## src/rtl/fetch_sequencer.sv

```systemverilog
// rtl/fetch_sequencer.sv - program counter owner and single-outstanding instruction fetch sequencer
//
// Ports:
//   clk_i, rst_i                      clock, asynchronous active-high reset
//   trap_valid_i / trap_vec_i         trap redirect (highest priority)
//   mret_valid_i / mret_epc_i         mret redirect
//   jump_i / jump_addr_i              branch/jump redirect (lowest priority)
//   imem_req_valid_o/_addr_o/_ready_i instruction-memory request channel
//   imem_resp_valid_i/_data_i         instruction-memory response (one-cycle pulse)
//   inst_valid_o/inst_o/inst_pc_o     held instruction towards decode
//   inst_ready_i                      decode consumes held instruction
//   pc_o                              current fetch PC
module fetch_sequencer #(
    parameter logic [63:0] RESET_PC = 64'h0000_0000_8000_0000
) (
    input  logic        clk_i,
    input  logic        rst_i,
    input  logic        trap_valid_i,
    input  logic [63:0] trap_vec_i,
    input  logic        mret_valid_i,
    input  logic [63:0] mret_epc_i,
    input  logic        jump_i,
    input  logic [63:0] jump_addr_i,
    output logic        imem_req_valid_o,
    output logic [63:0] imem_req_addr_o,
    input  logic        imem_req_ready_i,
    input  logic        imem_resp_valid_i,
    input  logic [31:0] imem_resp_data_i,
    output logic        inst_valid_o,
    output logic [31:0] inst_o,
    output logic [63:0] inst_pc_o,
    input  logic        inst_ready_i,
    output logic [63:0] pc_o
);

    typedef enum logic [1:0] {
        S_BOOT = 2'd0,
        S_REQ  = 2'd1,
        S_WAIT = 2'd2,
        S_HOLD = 2'd3
    } state_t;

    state_t      state_q, state_d;
    logic [63:0] pc_q, pc_d;
    logic        kill_q, kill_d;
    logic [31:0] inst_q, inst_d;
    logic [63:0] inst_pc_q, inst_pc_d;

    logic        redirect;
    logic [63:0] redirect_target;

    assign redirect = trap_valid_i | mret_valid_i | jump_i;

    always_comb begin
        redirect_target = jump_addr_i;
        if (trap_valid_i) begin
            redirect_target = trap_vec_i;
        end else if (mret_valid_i) begin
            redirect_target = mret_epc_i;
        end
    end

    always_comb begin
        state_d   = state_q;
        pc_d      = pc_q;
        kill_d    = kill_q;
        inst_d    = inst_q;
        inst_pc_d = inst_pc_q;

        // A redirect always retargets the PC, whatever the state.
        if (redirect) begin
            pc_d = redirect_target;
        end

        case (state_q)
            S_BOOT: begin
                state_d = S_REQ;
            end
            S_REQ: begin
                if (imem_req_ready_i) begin
                    state_d = S_WAIT;
                    // The accepted request targets the old PC; its data must be thrown away.
                    if (redirect) begin
                        kill_d = 1'b1;
                    end
                end
            end
            S_WAIT: begin
                if (imem_resp_valid_i) begin
                    if (kill_q || redirect) begin
                        kill_d  = 1'b0;
                        state_d = S_REQ;
                    end else begin
                        inst_d    = imem_resp_data_i;
                        inst_pc_d = pc_q;
                        state_d   = S_HOLD;
                    end
                end else if (redirect) begin
                    kill_d = 1'b1;
                end
            end
            S_HOLD: begin
                // Redirect wins over a same-cycle consume: the held instruction is dropped.
                if (redirect) begin
                    state_d = S_REQ;
                end else if (inst_ready_i) begin
                    pc_d    = pc_q + 64'd4;
                    state_d = S_REQ;
                end
            end
            default: begin
                state_d = S_BOOT;
            end
        endcase
    end

    always_ff @(posedge clk_i or posedge rst_i) begin
        if (rst_i) begin
            state_q   <= S_BOOT;
            pc_q      <= RESET_PC;
            kill_q    <= 1'b0;
            inst_q    <= 32'd0;
            inst_pc_q <= RESET_PC;
        end else begin
            state_q   <= state_d;
            pc_q      <= pc_d;
            kill_q    <= kill_d;
            inst_q    <= inst_d;
            inst_pc_q <= inst_pc_d;
        end
    end

    // Handshake outputs come straight from the state register.
    assign imem_req_valid_o = (state_q == S_REQ);
    assign imem_req_addr_o  = pc_q;
    assign inst_valid_o     = (state_q == S_HOLD);
    assign inst_o           = inst_q;
    assign inst_pc_o        = inst_pc_q;
    assign pc_o             = pc_q;

endmodule

```

## config.mk

```make
export PLATFORM = sky130hd
export DESIGN_NAME = fetch_sequencer
export DESIGN_NICKNAME = d
export VERILOG_FILES = /design/src/rtl/fetch_sequencer.sv
export SDC_FILE = /design/constraint.sdc
export NUM_CORES = 1
export LEC_CHECK = 0
export ABC_CLOCK_PERIOD_IN_PS = 13900
export BUFFER_PORTS_ARGS = -buffer_cell sky130_fd_sc_hd__clkbuf_2
export CELL_PAD_IN_SITES_DETAIL_PLACEMENT = 0
export CELL_PAD_IN_SITES_GLOBAL_PLACEMENT = 2
export CORE_MARGIN = 2
export CORE_UTILIZATION = 29
export DETAILED_ROUTE_END_ITERATION = 8
export GPL_ROUTABILITY_DRIVEN = 0
export PLACE_DENSITY = 0.94
export SLEW_MARGIN = 40
export SYNTH_ARGS = -nofsm -noshare
export SYNTH_HDL_FRONTEND = slang
export SYNTH_SLANG_ARGS = --single-unit
```

## constraint.sdc

```tcl
create_clock -name clk_i -period 13.9 [get_ports clk_i]
set_clock_uncertainty 0.15 [all_clocks]
set_input_delay 0.695 -clock clk_i [delete_from_list [all_inputs] [get_ports clk_i]]
set_output_delay 0.695 -clock clk_i [all_outputs]
set_load 0.01 [all_outputs]
```

==> results of run 1 <==
==> registers in the layout (all words and copies together) (netlist names) <==
signal and flops:
imem_req_addr_o 64, inst_o 32, inst_pc_o 64, kill_q 1, state_q 2
==> power groups by stage <==
stage	registers [mW]	clock network (mW)	logic, mW
floorplan	0.628	0	0.177
global placement	0.625	0	0.321
detailed placement	0.628	0	0.330
CTS	0.619	0.492	0.331
global route	0.630	0.513	0.359
finish	0.620	0.480	0.326
==> worst max-delay path, stage by stage (launching register included) <==
cell and delay [ns]:
dfrtp_1 0.53, ha_1 0.29, nand4_4 0.20, or3_1 0.53
or4_4 0.63, or4_1 0.49, a31oi_1 0.17
==> path summary, 6_finish.rpt <==
path                                       end  cells after the start
max in group asynchronous  imem_req_addr_o[63]                      3
min                                 inst_o[28]                      2
min in group clk_i         imem_req_addr_o[46]                      3
max reg2reg                imem_req_addr_o[56]                      6
min reg2reg                       inst_pc_o[5]                      1
max                        imem_req_addr_o[56]                      6
==> cells in the final DEF, fill, tap and decap left out, types with 4 or more instances in the layout <==
master     netlist  final
o22ai_1         10     10
clkbuf_2         1    455
a31oi_1          4      4
xor2_1           8      8
clkbuf_16        0     17
inv_1           12     11
buf_4           64      7
nor2_1          52     52
and3_1           5      5
o21ai_0          6      6
dfrtp_1        161    161
mux2i_1         32     32
and2_1          11     11
or3_1            8      8
inv_8            0      7
xnor2_1         36     36
or4_1            9      9
nand3_1         40     40
mux2_2         100    100
nand2b_1         4      4
o221ai_1        22     22
and4_1           5      5
nor4_1          32     32
a22oi_1         36     36
nand2_1         61     61
ha_1             5      5
a21oi_1         46     46
a211oi_1        16     16
clkinv_4         0      4
nand4_1         29     29
nor3_1          19     17
==> synth_stat cells (32+ instances only) <==
cell type	instances	area (um^2)
a21oi_1	46	230.2
mux2_2	100	1126
nand3_1	40	200.2
xnor2_1	36	315.3
nor4_1	32	200.2
clkbuf_1	53	198.9
nor2_1	52	195.2
a22oi_1	36	270.3
nand2_1	61	229.0
dfrtp_1	161	4029
buf_4	64	480.5
mux2i_1	32	320.3
==> per-stage QoR <==
step	hold WS, ns	instance area [um^2]	instances	total power [mW]	utilization, %
2_1_floorplan	0.3980	9291	924	0.8042	-
3_3_place_gp	0.3390	11450	1663	0.9467	36.28
3_5_place_dp	0.3454	11510	1665	0.9583	36.47
4_1_cts	0.2406	12090	1697	1.442	38.32
5_1_grt	0.2613	12120	1698	1.501	38.41
6_report	0.1987	12120	1698	1.426	38.41
==> layer usage <==
layer / track usage [%] / vias up / routed length [um]
li1: - / 4055 / -
met1: 26.32 / 4248 / 14950
met2: 35.94 / 347 / 17550
met3: 3.813 / 26 / 1946
met4: 4.800 / 2 / 421
met5: 0 / - / 13
==> cells by family after synthesis <==
logic type      Yosys count  share of synthesized area [%]
flops                   163                          43.93
buf+inv                 141                          8.308
compound gates          147                          10.62
simple gates            292                          16.75
fa+ha+maj                 5                         0.6733
xor+xnor                 44                          4.148
mux                     132                          15.57
==> cell type report <==
cell class,instances,area share (%)
clock buffers,17,3.510
inverters,13,0.4645
multi-input cells,620,36.76
repair buffers,468,20.12
well taps,402,4.150
clock inverters,15,1.321
flip-flops and latches,163,33.67
==> results by stage, run 1 <==
Cells and area:
- At the end of the flow, the number of nets in the layout was 1,520.
- The area added between synthesis and finish is 30.45%.
- The post-route netlist has 47.53% of its cells at a drive strength greater than 1.
- The count of fill cells added during filler insertion is 3,250.
- The flip-flop and latch area is 0.004081 mm^2.
- The multi-input combinational cells in the finished layout cover a total of 0.004456 mm^2.
- The number of diodes added for antenna fixing is 0.

Place:
- The detailed-placement wirelength estimate is 26,010 um.
- The worst slack at placement is 10.57 ns.
- The count of input and output buffers is 457.

Detailed routing:
- The routed layout has 8,678 vias.
- In the routed layout, each cell is associated on average with a via count of 5.111.
- In the final routed layout, each cell accounts on average for 20.54 um.
- The number of nets still failing antenna checks after routing is 0.
- In this run, the number of DRC markers left after iteration 0 of detailed routing was 395.
- The first TritonRoute pass finished after 5 iterations.
- The routed design has 34,880 um of wire.
- After detailed routing, the number of remaining DRC violations is 0.

Yosys:
- In this run, synthesis produced a sequential element count of 163.
- Counting every instance in the synthesized netlist gives 924.
- The net count after synthesis is 1,161.
- Counting flops with an async set or reset pin after synthesis yields a share of 100.0%.
- The count of cell types in the netlist is 49.
- The Yosys step of the flow raised 0 warnings.
- Of the synthesized area, sequential elements account for 43.93%.
- In the synthesized netlist the dominant register cell turns out to be dfrtp_1.
- The cell area after technology mapping is 0.009291 mm^2.
- The number of enable flip-flop cells after synthesis is 0.
- A synthesized cell averages 10.06 um^2.

Global routing:
- The via count of the first global-routing pass is 8,575.
- Summed over all layers, the global routing overflow is 0.
- The number of antenna violations at the first check in global routing came to 1.
- Global routing consumed, over all layers together, 20.56% of the routing resources.
- The largest net degree at the start of global routing is 103.
- The first global-routing pass estimated 51,960 um of wire.

Worst setup path:
- The origin of the worst setup path is imem_req_addr_o[3].
- The top fanout value on the critical path is 9.
- The type of destination of the critical path is a flop.
- STA classifies the critical path startpoint as a flop.
- The worst register-to-register path begins at imem_req_addr_o[3].
- STA puts the critical path data required time at 14.12 ns.
- The reg2reg setup slack is 10.84 ns.
- The critical path is of the reg -> reg type.
- The arrival time at the worst endpoint is 3.28 ns.

Floorplanning:
- The core region is 0.03156 mm^2.
- The top-level I/O count is 458.
- The floorplan step set the die width to 183.0 um.
- The initial core utilization is 29.44%.
- The die covers 0.03349 mm^2.
- The die is 183.0 um tall.
- The floorplan has 65 rows.

Power:
- The fraction of power consumed by combinational cells is 22.9%.
- Of the total power, registers draw 43.5%.
- The switching power summed over all nets is 0.4917 mW.
- Summed over all cells, the static leakage comes to 5.960 nW.
- Cell internal power was estimated by the tool at 0.9340 mW.
- Net switching is 34.49% of the power.
- The clock network accounts for 33.7% of the total power.
- Power spread over the standard cell area amounts to 117.6 mW/mm^2.
- The peak supply drop is 0.07727 mV.

Run:
- The tool flagged a number of max-cap violations equal to 0.

Run status:
- The run finished with clean final reports.

CTS:
- For this design, the sink count on the clock tree is 163.
- The clock-pin slew on the worst setup and hold paths is 0.08 ns.
- In this run, post-CTS hold repair placed 0 buffers.
- The clock latency at the later pin of the worst-skew pair is 0.45 ns.
- TritonCTS built the clock tree.
- The number of gates resized after CTS was 0.
- The number of buffers inserted to repair setup after CTS is 0.
- The H-tree depth is 4.
- Clock tree synthesis selected as its root buffer the cell clkbuf_16.
- The number of CTS-inserted buffers is 17.
- The clock passes through at most 2 buffers.

STA:
- For the pin with the worst max-slew slack, the measured transition is 0.7990 ns.
- The number of max-slew violations in the final report is 0.
- Setup slack on the critical path of the routed design comes to 10.84 ns.
- The worst path in the final design needs a cycle of 3.060 ns, including I/O delays and setup.
- The worst relative slew slack is 46.73%.
- Setup repair after global routing left no endpoint under its margin.
- The number of endpoints with negative hold slack in the final report came to 0.
- The final cycle utilization of the critical path is 22.02%.
- Derived from the worst setup path, the maximum achievable clock frequency is 326.8 MHz.
- The sum of negative setup slack is 0 ns.
- The final-report setup violation count is 0.

Hold path:
- The path class of the lowest-slack min-delay path is in -> async.
No activity file was read; power rests on OpenSTA's default activity.
==> run 2, diff against run 1 <==
- ABC_CLOCK_PERIOD_IN_PS: 13900 -> 2900
- CORE_UTILIZATION: 29 -> 27
- PLACE_DENSITY: 0.94 -> 0.89
- clock period: 13.9 -> 2.9 ns (I/O delays scaled with it)
==> run 2 against run 1 <==
  * Utilization up 3.4 points
  * Die area up 7.2%
  * Critical path type unchanged
  * Combinational power rose to 6.1 times the previous value
  * Critical path depth up 2
  * Sequential cell count unchanged
  * Final area up 16%
  * Via count up 8.7%
  * First-iteration DRC count up 28%
  * Sequential share of layout area down 4.7 points
  * Largest power group unchanged
  * Largest cell class unchanged
  * Non-clock buffer count up 202
==> results by stage, run 2 (synthesized netlist as in run 1, its figures left out) <==
CTS:
- The number of clock sinks seen by CTS is 163 (unchanged).
- TritonCTS built the clock tree.
- The clock-pin slew on the worst setup and hold paths is 0.07 ns (about the same).
- The H-tree depth is 4 (unchanged).
- The buffer cell driving the clock tree root is clkbuf_16.
- The maximum clock insertion buffer count was 2 (unchanged).
- The number of CTS-inserted buffers is 17 (unchanged).
- The clock latency at the later pin of the worst-skew pair came to 0.45 ns (about the same).

Floorplanning:
- The die extent in y is 189.5 um (+3.6%).
- The number of rows created at floorplan is 67 (+3.1%).
- The x dimension of the die is 189.5 um (+3.6%).
- The initial core utilization is 27.57% (-1.9 points).
- The top-level I/O count is 458 (unchanged).
- The area enclosed by the die boundary is 0.03591 mm^2 (+7.2%).
- The core area is 0.03370 mm^2 (+6.8%).

STA:
- The timing-limited maximum frequency is 365.2 MHz (+12%).
- The final-report setup violation count is 0 (unchanged).
- The sum of negative setup slack was 0 ns (unchanged).
- The transition time at the pin with the least slew margin came to 0.6564 ns (-0.1425 ns).
- Setup repair after global routing left no endpoint under its margin.
- The worst relative slew slack is 55.97% (+9.2 points).
- The clock period minus worst slack was 2.738 ns (-0.3219 ns).
- The number of endpoints with negative hold slack in the final report came to 0 (unchanged).
- The number of max-slew violations in the final report is 0 (unchanged).
- The final cycle utilization of the critical path came to 94.43% (+72 points).

Worst setup path:
- The required time reported for the critical path endpoint came to 3.08 ns (-11.04 ns).
- The endpoint of the worst setup timing path is imem_req_addr_o[24].
- The reg-to-reg endpoint is imem_req_addr_o[24].
- The origin of the worst setup path is state_q[0].
- The worst setup path is captured at a flop.
- The launching point of the worst reg2reg path is state_q[0].
- The arrival time at the worst endpoint is 2.92 ns (-0.36 ns).
- The cell family contributing the most delay on the critical path is simple AND/OR/NAND/NOR gates.
- The path depth of the worst reg2reg path is 8 (+2).
- The number of buffers and inverters on the critical path is 2 (+2).
- The type of the setup path with the least slack is reg -> reg.
- The longest individual stage delay on the worst path is 0.58 ns (-0.05 ns).
- The cell at the slowest stage of the critical path is dlygate4sd3_1.
- The critical path goes through ha_2 > nand4_4 > or3_4 > buf_4 > nor4_2 > xnor2_1 > o221ai_1 > dlygate4sd3_1.
- The top fanout value on the critical path is 9 (unchanged).
- The path length in cells of the critical path is 8 (+2).
- The kind of start point of the critical path is a flop.
- The reg2reg setup slack was 0.16 ns (-10.68 ns).

Hold path:
- The tightest min-delay check is of the in -> reg type.
- The worst hold path was traced through 3 stages.
- In this run the most critical hold path is launched from jump_addr_i[4].

Detailed routing:
- The post-detailed-route wirelength per cell is 20.05 um (-2.4%).
- The number of vias after detailed routing is 9,436 (+8.7%).
- The count of TritonRoute iterations in the first routing pass is 5 (unchanged).
- The final wirelength came to 39,020 um (+12%).
- The average vias per placed instance is 4.849 (-5.1%).
- The violation count after the first detailed-routing iteration is 506 (+28%).
- The number of nets still failing antenna checks after routing came to 0 (unchanged).
- The post-detailed-route DRC marker count was 0 (unchanged).

Cells and area:
- Leaving out fill and tap cells, the most frequent cells in the layout are clkbuf_2, dfrtp_1, dlygate4sd3_1.
- The number of non-filler instances in the completed layout is 1,946 (+15%).
- The final design utilization is 41.81% (+3.4 points).
- The flip-flop and latch area came to 0.004081 mm^2 (unchanged).
- The proportion of layout cells with a drive suffix above 1 came to 44.22% (-3.3 points).
- The finished layout cell area is 0.01409 mm^2 (+16%).
- The footprint of the multi-input gates is 0.004481 mm^2 (+0.56%).
- The post-layout net count is 1,722 (+13%).
- The area added between synthesis and finish is 51.64%.
- Leaving out fill and tap cells, the most frequent cell in the layout is clkbuf_2.
- The count of fill cells added during filler insertion is 3,391 (+4.3%).

Power:
- The power density over cell area is 507.6 mW/mm^2 (+330%).
- The static leakage is 6.780 nW (+14%).
- The peak supply drop is 0.4123 mV (+430%).

Global routing:
- The total global routing track utilization was 21.28% (+0.72 points).
- The total grt overflow is 0 (unchanged).
- The number of antenna violations at the first check in global routing is 2 (+1).
- The largest net degree at the start of global routing is 98 (-4.9%).
- The first-pass GRT wire length came to 57,370 um (+10%).
- The via count of the first global-routing pass is 9,434 (+10%).

Run status:
- The flow ran to the end, and the final reports show no timing, DRC or antenna violations.

Run:
- The total of max-cap violations came to 0 (unchanged).

Place:
- The count of input and output buffers is 457 (unchanged).
- The cell area after placement was 0.01188 mm^2 (+3.3%).
- The detailed-placement wirelength estimate is 28,940 um (+11%).
- The number of placed instances, taps included is 1,753 (+5.3%).
==> run 2: metrics by stage <==
step	power (mW)	hold WS, ns	worst slack (ns)
after floorplan	3.855	0.1052	0.1357
after global placement	4.684	-0.05732	0.2501
after detailed placement	4.715	-0.05862	0.2302
after CTS	7.237	0.0009072	0.01543
after global routing	7.546	0.02600	0.01029
final	7.151	0.0006404	0.1617
==> run 2: how the worst min path moves through the flow <==
stage,end,slack [ns]
global placement,inst_o[9],-0.06
finish,imem_req_addr_o[4],0.0006
floorplan,kill_q,0.11
global route,imem_req_addr_o[4],0.03
CTS,imem_req_addr_o[21],0.0009
detailed placement,inst_o[9],-0.06
==> run 2: final cells by class <==
| cell class | count | area share, % |
|---|---|---|
| Inverter | 13 | 0.3730 |
| Clock inverter | 10 | 0.7282 |
| Sequential cell | 163 | 28.97 |
| Antenna cell | 1 | 0.01776 |
| Tap cell | 448 | 3.978 |
| Multi-Input combinational cell | 620 | 31.80 |
| Timing Repair Buffer | 670 | 30.80 |
| Clock buffer | 21 | 3.339 |
==> run 2: routing by layer <==
metal / vias up / part of all wire, % / track usage, %
met4: 2 / 2.1 / 6.410
met2: 388 / 50 / 37.24
li1: 4446 / - / -
met3: 43 / 5.7 / 4.319
met5: - / 0.033 / 0
met1: 4557 / 43 / 26.35
==> run 2: what timing repair did <==
item,CTS,global route
setup endpoints to repair,0,2
resized for setup,0,5
buffers inserted,0,2
hold buffers,159,0
endpoints found under the hold margin,257,0
==> run 2: power by group <==
group,switching [mW],leakage [nW],internal [mW]
sequential,0.306,2.12,2.58
clock,1.02,0.264,1.25
combinational,1.01,4.39,0.979
total,2.34,6.78,4.81
==> run 2: tightest hold or removal path: cells and delay by family <==
family	cells	cell delay [ns]
buf+inv	1	0.07
compound gates	2	0.32
==> run 3, diff against run 2 <==
- ABC_AREA: not set -> 1
- CORE_UTILIZATION: 27 -> 25
- PLACE_DENSITY: 0.89 -> 0.88
==> run 3 against run 2 <==
  * Sequential share of layout area fell by 0.80 points
  * Utilization fell by 7.3 points
  * Worst hold slack improved by 0.021 ns
  * Final area rose by 2.8%
  * Fmax increased by 14%
  * Sequential cell count unchanged
  * Non-clock buffer count decreased by 94
  * Die area is 23% higher
  * Register-to-register slack better by 0.34 ns
  * Via count up 30%
  * First-iteration DRC count up 100%
  * Critical endpoint is now imem_req_addr_o[58]
  * Largest cell class unchanged
  * Largest power group unchanged
==> results by stage, run 3 <==
Run status:
- The flow ran to the end, and the final reports show no timing, DRC or antenna violations.

CTS:
- The number of CTS-inserted buffers is 17 (unchanged).
- The total of cells resized after clock tree synthesis is 0 (unchanged).
- The number of buffers inserted for hold repair after clock tree synthesis is 90 (-43%).
- The TritonCTS clock tree is yes.
- The buffer cell driving the clock tree root is clkbuf_16.
- The H-tree depth is 4 (unchanged).
- The clock latency at the later pin of the worst-skew pair is 0.45 ns (about the same).
- The maximum clock insertion buffer count is 2 (unchanged).
- The number of clock sinks seen by CTS was 163 (unchanged).
- The clock-pin slew on the worst setup and hold paths was 0.07 ns (about the same).
- The number of buffers inserted to repair setup after CTS was 0 (unchanged).

Yosys:
- The number of enable flip-flop cells after synthesis came to 0 (unchanged).
- The mean cell area of the mapped netlist was 6.860 um^2 (-32%).
- The cell area after technology mapping is 0.01062 mm^2 (+14%).
- In the synthesized netlist the dominant register cell turns out to be dfrtp_1.
- The async set-reset flop share out of synthesis came to 100.0% (unchanged).
- The cell type contributing the most total cell area after synthesis is dfrtp_1.
- The post-synthesis sequential area ratio is 38.44% (-5.5 points).
- The proportion of netlist area held by the largest area contributor is 37.94% (-5.4 points).
- The count of cell types in the netlist is 43 (-12%).
- The gate count of the mapped netlist is 1,548 (+68%).
- The net count after synthesis came to 1,785 (+54%).
- The cell with the most instances after synthesis is nand2_1.
- The flop and latch count out of synthesis is 163 (unchanged).
- Ranked by total cell area, the synthesized netlist is headed by dfrtp_1, nand2_1, o21ai_0, buf_4, nor2_1.
- By count the netlist is led by nand2_1, dfrtp_1, o21ai_0.
- The count of yosys warnings during synthesis came to 0 (unchanged).

Worst setup path:
- The worst setup path is launched from a flop.
- STA classifies the critical path endpoint as a flop.
- The worst register-to-register path ends at imem_req_addr_o[58].
- The signal on the critical path passes through ha_1 > inv_2 > nor2_2 > nand2_4 > nor2_8 > nand2_1 > nor4_2 > nand2_1 > nand3_1 > nand2_1.
- The required time reported for the critical path endpoint is 3.08 ns (about the same).
- The path depth of the worst reg2reg path is 10 (+2).
- Among all stages on the critical path, the largest delay is contributed by dfrtp_1.
- The critical path is of the reg -> reg type.
- The top fanout value on the critical path is 10 (+1).
- The longest individual stage delay on the worst path was 0.51 ns (-0.07 ns).
- The arrival time at the worst endpoint came to 2.58 ns (-0.34 ns).
- The cell that appears most often on the critical path is nand2_1.
- The reg2reg setup slack is 0.50 ns (+0.34 ns).
- The startpoint identified for the worst register-to-register timing path is imem_req_addr_o[3].

Cells and area:
- The top cell types in the final layout, fill and taps aside, are nand2_1, clkbuf_2, dfrtp_1.
- Compared with the post-synthesis result, the final layout area differs by 36.43%.
- The finished layout cell area is 0.01449 mm^2 (+2.8%).
- The number of diodes added for antenna fixing is 0 (-1).
- The final design utilization is 34.54% (-7.3 points).
- The post-layout net count is 2,240 (+30%).
- The proportion of layout cells with a drive suffix above 1 came to 28.97% (-15 points).
- Leaving out fill and tap cells, the most frequent cell in the layout is nand2_1.

Global routing:
- The total grt overflow is 0 (unchanged).
- The via count of the first global-routing pass is 12,130 (+29%).
- The first-pass GRT wire length is 73,460 um (+28%).
- The total global routing track utilization is 22.07% (+0.79 points).
- The number of antenna violations at the first check in global routing is 0 (-2).
- The largest net degree at the start of global routing is 103 (+5.1%).

Place:
- The detailed-placement wirelength estimate came to 38,680 um (+34%).
- The cell area after placement is 0.01304 mm^2 (+9.8%).
- The count of input and output buffers is 457 (unchanged).

STA:
- The timing-limited maximum frequency came to 417.1 MHz (+14%).
- The final-report setup violation count is 0 (unchanged).
- The number of max-slew violations in the final report is 0 (unchanged).
- The transition time at the pin with the least slew margin is 0.7199 ns (+0.06343 ns).
- The final cycle utilization of the critical path came to 82.67% (-12 points).
- The clock period minus worst slack came to 2.398 ns (-0.3408 ns).
- The number of endpoints with negative hold slack in the final report is 0 (unchanged).
- Setup repair after global routing left no endpoint under its margin.
- The worst hold-check slack was 0.02136 ns (+0.02072 ns).
- The sum of negative setup slack is 0 ns (unchanged).
- The worst relative slew slack is 51.72% (-4.3 points).

Detailed routing:
- The post-detailed-route DRC marker count came to 0 (unchanged).
- The final wirelength came to 49,160 um (+26%).
- The number of nets still failing antenna checks after routing is 0 (unchanged).
- The post-detailed-route wirelength per cell is 19.24 um (-4.0%).
- The violation count after the first detailed-routing iteration is 1,018 (+100%).
- The average vias per placed instance was 4.786 (-1.3%).
- The count of TritonRoute iterations in the first routing pass is 6 (+1).
- The number of vias after detailed routing was 12,228 (+30%).

Hold path:
- The min-delay analysis places its worst path in the category in -> reg.
- The number of cells on the worst hold path is 5 (+2).
- The worst hold path startpoint is jump_addr_i[4].
- The worst-case hold path end point is imem_req_addr_o[4].

Floorplanning:
- The number of rows created at floorplan is 75 (+12%).
- The core area came to 0.04195 mm^2 (+24%).
- The die extent in y was 210.1 um (+11%).
- The area enclosed by the die boundary is 0.04414 mm^2 (+23%).
- The top-level I/O count is 458 (unchanged).
- The initial core utilization is 25.32% (-2.3 points).
- The x dimension of the die is 210.1 um (+11%).

Power:
- The peak supply drop came to 0.4320 mV (+4.8%).
- The power density over cell area is 520.2 mW/mm^2 (+2.5%).
- The static leakage was 7.320 nW (+8.0%).
- The overall power after layout is 7.536 mW (+5.4%).

Run:
- The total of max-cap violations came to 0 (unchanged).
run 3: kinds of logic (layout without fill, tap and decap cells):
family / Yosys count / in the layout / synth area share (%)
flops: 163 / 163 / 38.44
compound gates: 317 / 317 / 16.37
simple gates: 819 / 819 / 32.92
fa+ha+maj: 5 / 5 / 0.5891
buf+inv: 239 / 707 / 11.28
xor+xnor: 5 / 5 / 0.4124
run 3: area by class of cell:
cell class              instances  area, um^2
fillers                      4572       27460
multi-input cells            1146        5348
flip-flops and latches        163        4081
repair buffers                576        3456
well taps                     539       674.4
clock buffers                  18       439.2
inverters                      99       382.9
clock inverters                14       106.4
run 3: metrics by stage:
step	setup WS, ns	instances
6_report	0.5025	2555
5_1_grt	0.3597	2555
4_1_cts	0.5152	2555
3_5_place_dp	0.5291	2433
3_3_place_gp	0.5381	2433
2_1_floorplan	0.5358	1548
run 3: how the worst max path moves through the flow:
| stage | endpoint | startpoint | cells past startpoint | slack [ns] |
|---|---|---|---|---|
| 2_1_floorplan | imem_req_addr_o[0] | rst_i | 1 | 0.54 |
| 3_3_place_gp | imem_req_addr_o[58] | imem_req_addr_o[2] | 10 | 0.54 |
| 3_5_place_dp | imem_req_addr_o[58] | imem_req_addr_o[2] | 10 | 0.53 |
| 4_1_cts | imem_req_addr_o[58] | imem_req_addr_o[2] | 10 | 0.52 |
| 5_1_grt | imem_req_addr_o[58] | imem_req_addr_o[3] | 10 | 0.36 |
| 6_report | imem_req_addr_o[58] | imem_req_addr_o[3] | 10 | 0.50 |
run 3: critical path: cells and delay by family (launching register included):
kind          cells  cell delay, ns
fa+ha+maj         1            0.41
buf+inv           1            0.09
simple gates      8            1.12
flops             1            0.51
run 3: per-layer routing:
layer  vias to the layer above  wire length, um  global-route usage (%)  share of wire [%]
li1                       5909                -                       -                  -
met1                      5779            22660                   30.03                 46
met2                       490            22720                   36.09                 46
met3                        50             2793                   3.456                5.7
met4                         0              990                   6.628                2.0
met5                         -                0                       0                  0
run 3: power by group:
group	switching [mW]	internal, mW	total, mW
logic	1.40	0.899	2.30
clock network	1.06	1.12	2.18
registers	0.418	2.63	3.05
total	2.88	4.66	7.54
